`config.mk`:
```
export PLATFORM = sky130hd
export DESIGN_NAME = adder_bitserial
export DESIGN_NICKNAME = d
export VERILOG_FILES = /design/src/rtl/adder_bitserial.sv
export SDC_FILE = /design/constraint.sdc
export NUM_CORES = 1
export LEC_CHECK = 0
export CAP_MARGIN = 20
export CELL_PAD_IN_SITES_DETAIL_PLACEMENT = 0
export CELL_PAD_IN_SITES_GLOBAL_PLACEMENT = 2
export CORE_MARGIN = 3
export CORE_UTILIZATION = 32
export DETAILED_ROUTE_END_ITERATION = 10
export GPL_TIMING_DRIVEN = 0
export PLACE_DENSITY = 0.86
export SLEW_MARGIN = 15
export SYNTH_ARGS = -nofsm -noshare
export SYNTH_HDL_FRONTEND = slang
export SYNTH_SLANG_ARGS = --single-unit
```
`constraint.sdc`:
```
create_clock -name clk -period 2.05 [get_ports clk]
set_input_delay 0.41 -clock clk [delete_from_list [all_inputs] [get_ports clk]]
set_output_delay 0.41 -clock clk [all_outputs]
set_load 0.005 [all_outputs]
```
`src/rtl/adder_bitserial.sv`:
```
// Bit-serial adder: one bit column per clock, LSB first, through a single carry flop.
// Operands are captured on the accepting edge; Sum/Cout/Ovf are registered at completion.
module adder_bitserial #(
  parameter int WIDTH = 32
) (
  input  logic             clk,
  input  logic             rst_n,
  input  logic             start,
  input  logic [WIDTH-1:0] A,
  input  logic [WIDTH-1:0] B,
  output logic             ready,
  output logic             done,
  output logic [WIDTH-1:0] Sum,
  output logic             Cout,
  output logic             Ovf
);

  // state | meaning
  // IDLE  | waiting for start, ready=1
  // RUN   | one bit column per edge, ready=0
  // DONE  | results fresh this cycle, done=1, ready=1
  typedef enum logic [1:0] {
    IDLE = 2'd0,
    RUN  = 2'd1,
    DONE = 2'd2
  } state_t;

  localparam int               CNT_W    = $clog2(WIDTH + 1);
  localparam logic [CNT_W-1:0] CNT_LAST = CNT_W'(WIDTH - 1);

  state_t             r_state;
  state_t             w_state_nxt;
  logic               w_ready;
  logic               w_done;

  logic [WIDTH-1:0]   r_a_sh;
  logic [WIDTH-1:0]   r_b_sh;
  logic [WIDTH-1:0]   r_s_sh;
  logic               r_c;
  logic               r_c_msb;
  logic [CNT_W-1:0]   r_cnt;

  logic [WIDTH-1:0]   r_sum;
  logic               r_cout;
  logic               r_ovf;

  logic               w_s;
  logic               w_cn;
  logic               w_last;
  logic               w_load;
  logic [WIDTH-1:0]   w_s_sh_nxt;
  logic               w_unused;

  assign w_s    = r_a_sh[0] ^ r_b_sh[0] ^ r_c;
  assign w_cn   = (r_a_sh[0] & r_b_sh[0]) | (r_a_sh[0] & r_c) | (r_b_sh[0] & r_c);
  assign w_last = (r_cnt == CNT_LAST);
  assign w_load = w_ready & start;

  // New sum bit enters at the MSB so that after WIDTH shifts bit i sits at index i.
  generate
    if (WIDTH == 1) begin : g_w1
      assign w_s_sh_nxt = w_s;
    end else begin : g_wn
      assign w_s_sh_nxt = {w_s, r_s_sh[WIDTH-1:1]};
    end
  endgenerate

  // Carry-into-MSB is kept for debug visibility; s_sh LSB is simply shifted out.
  assign w_unused = ^{r_s_sh[0], r_c_msb};

  always_ff @(posedge clk or negedge rst_n) begin
    if (!rst_n) begin
      r_state <= IDLE;
    end else begin
      r_state <= w_state_nxt;
    end
  end

  always_comb begin
    w_state_nxt = r_state;
    w_ready     = 1'b0;
    w_done      = 1'b0;
    unique case (r_state)
      IDLE: begin
        w_ready = 1'b1;
        if (start) w_state_nxt = RUN;
      end
      RUN: begin
        if (w_last) w_state_nxt = DONE;
      end
      DONE: begin
        w_ready = 1'b1;
        w_done  = 1'b1;
        w_state_nxt = start ? RUN : IDLE;
      end
      default: begin
        w_state_nxt = IDLE;
      end
    endcase
  end

  always_ff @(posedge clk or negedge rst_n) begin
    if (!rst_n) begin
      r_a_sh  <= '0;
      r_b_sh  <= '0;
      r_s_sh  <= '0;
      r_c     <= 1'b0;
      r_c_msb <= 1'b0;
      r_cnt   <= '0;
      r_sum   <= '0;
      r_cout  <= 1'b0;
      r_ovf   <= 1'b0;
    end else if (w_load) begin
      r_a_sh <= A;
      r_b_sh <= B;
      r_c    <= 1'b0;
      r_cnt  <= '0;
    end else if (r_state == RUN) begin
      r_a_sh <= r_a_sh >> 1;
      r_b_sh <= r_b_sh >> 1;
      r_s_sh <= w_s_sh_nxt;
      r_c    <= w_cn;
      r_cnt  <= r_cnt + CNT_W'(1);
      if (w_last) begin
        // r_c here is the carry into the MSB column.
        r_c_msb <= r_c;
        r_sum   <= w_s_sh_nxt;
        r_cout  <= w_cn;
        r_ovf   <= w_cn ^ r_c;
      end
    end
  end

  assign ready = w_ready;
  assign done  = w_done;
  assign Sum   = r_sum;
  assign Cout  = r_cout;
  assign Ovf   = r_ovf;

endmodule

```
==> flow_summary.ini <==
[grt]
grt_use_total = 0.144
grt_pass1_wl_mm = 22.8
grt_max_degree = 104
antenna_found_initial = 0
gr-total-overflow = 0
grt_pass1_vias = 4619

[clock_network]
clock_path_buffers = 2
cts_resized = 0
ctsHoldBuffers = 1
postCtsSetupRepairBufs = 0
cts.sinks = 138
cts_tree = done
cts_buffers = 17
cts_root_buffer = clkbuf_16
insertion_delay_ns = 0.42
h-tree-depth = 4
path_clk_slew_ns = 0.06

[die]
die_w_um = 140
initial_core_util = 0.329
ios = 103
die_y_um = 140
rows = 48
core_um2 = 17400
dieArea_um2 = 19500

[placed_design]
place.detailed.hpwl_mm = 9.21
port_buffers = 102
gp_congestion = 0.774
post_dp_cell_area_um2 = 7060

[critical_path]
required_ns = 1.64
r2r_slack_ns = 0.17
path_max_fanout = 7
worstPathArrival_ns = 1.56
crit_path_end_kind = primary output
critical_path.startpoint_type = flip-flop
path_class = reg2out

[drt]
drtIter0Drc = 201
wirelength_mm = 13.2
dr.pass1.iters = 4
antenna_left = 0
drc_errors = 0
vias_per_cell = 4.71
vias = 4460
wire_per_inst_um = 14.0

[final_layout]
design_area_um2 = 7630
drive_above_1_share = 0.114
final_nets = 779
insertedDiodeCount = 0
area_delta_synth_final_pct = 33.2

[yosys]
ys_seq_area_frac = 0.603
avgSynthCellArea_um2 = 9.75
yosysWarnings = 0
synth_cell_types = 34
syn-num-nets = 656
synth-seq-cells = 138
netlist_area_um2 = 5730
syn_inst = 587

[power_and_ir_drop]
irDropWorstVdd_uv = 743
p_leak_uw = 0.00351
p_per_area_nw_per_um2 = 1410
fin_total_pwr_uw = 10700

[sta]
setup_viol = 0
finalSetupTns_ns = 0
min_period_ns = 1.97
slew_headroom = 0.649
max_freq_mhz = 508
skew_ns = 0.00879
hold_viol_final = 0
rsz0062_at_grt = false
slew_violations = 0
worst_slew_pin_slew_ns = 0.526
fin_crit_sh = 0.960

[min_path]
min_path_type = in2async

[status]
outcome = finished clean

[run]
maxCapViolCount = 0
## registers in the layout, indices dropped and copies added, names as in the netlist
name / cells
Cout: 1
Sum: 32
r_state: 2
Ovf: 1
r_b_sh: 32
r_a_sh: 32
r_s_sh: 31
r_c: 1
r_cnt: 6
## final timing paths
kind                       cells after the start       start         end
setup reg to reg                               5    r_cnt[0]     Sum[16]
min in group clk                               2   r_s_sh[1]   r_s_sh[1]
hold / removal                                 2       rst_n     Sum[16]
setup / recovery                               2  r_state[0]        done
max in group asynchronous                      3       rst_n  r_b_sh[16]
hold reg to reg                                2   r_s_sh[1]   r_s_sh[1]
## layer usage
metal / share of wire / GRT usage
met1: 0.47 / 0.193
met2: 0.46 / 0.223
met3: 0.058 / 0.0409
met4: 0.013 / 0.0530
met5: 0 / 0
## synth_stat cells (all sizes together)
cell type,n,area [µm²]
buf,19,114
mux2,32,360
xor2,1,8.76
o311ai,1,8.76
o31ai,1,7.51
and2b,1,7.51
o211ai,1,7.51
o21ai,3,15.0
o2bb2ai,1,8.76
nor3b,1,7.51
nor2b,2,12.5
a22o,2,17.5
nor3,3,26.3
nand4,1,6.26
clkbuf,21,78.8
nand2,216,811
a21oi,1,5.00
a221o,2,20.0
dfrtp,138,3450
xnor2,1,8.76
nand3b,1,11.3
ha,1,12.5
a31oi,60,375
nand3,2,15.0
mux2i,3,30.0
o41ai,1,8.76
nor2,62,233
inv,6,22.5
nand2b,2,12.5
fa,1,20.0
## power breakdown
| part | internal (µW) | switching (µW) |
|---|---|---|
| clock network | 1720 | 1130 |
| logic | 1560 | 1700 |
| registers | 3900 | 714 |
## critical path: stages (launching register included)
cell and delay, ns:
dfrtp_1 0.45, nor2b_1 0.17, clkdlybuf4s50_1 0.52
## area by class of cell
class / instances / area [µm²]
Timing Repair Buffer: 104 / 1060
Multi-Input combinational cell: 403 / 2060
Buffer: 40 / 193
Inverter: 6 / 22.5
Clock inverter: 11 / 98.8
Tap cell: 225 / 282
Sequential cell: 138 / 3450
Clock buffer: 20 / 457
Fill cell: 1663 / 9790
## kinds of logic (layout without fill, tap and decap cells)
group	after synthesis	count (layout)	synth area share
compound gates	73	73	0.0828
xor+xnor	2	2	0.00306
fa+ha+maj	2	2	0.00568
buf+inv	46	181	0.0376
flops	138	138	0.603
mux	35	35	0.0682
simple gates	291	291	0.200
## layout by cell type, fill, tap and decap left out, types with 2 or more instances in the layout
master,n
nand2_1,216
dfrtp_1,138
clkdlybuf4s50_1,101
nor2_1,62
a31oi_1,60
mux2_2,28
clkbuf_1,22
clkbuf_16,17
buf_2,16
inv_1,6
mux2_1,4
clkinv_2,4
o21ai_0,3
mux2i_1,3
buf_6,3
clkinvlp_4,3
clkinv_4,3
nor2b_1,2
nand2b_1,2
nor3_1,2
a221o_1,2
a22o_1,2
clkbuf_8,2
## through the flow
stage / setup slack (ns) / utilization / instances / hold slack, ns
after floorplan: 0.418 / - / 587 / 0.114
after global placement: -4.86 / 0.404 / 914 / 0.453
after detailed placement: -0.0141 / 0.405 / 915 / 0.294
after CTS: 0.0320 / 0.438 / 947 / 0.444
after global routing: 0.00496 / 0.438 / 947 / 0.482
final: 0.0822 / 0.438 / 947 / 0.450
No activity file was read; power rests on OpenSTA's default activity.
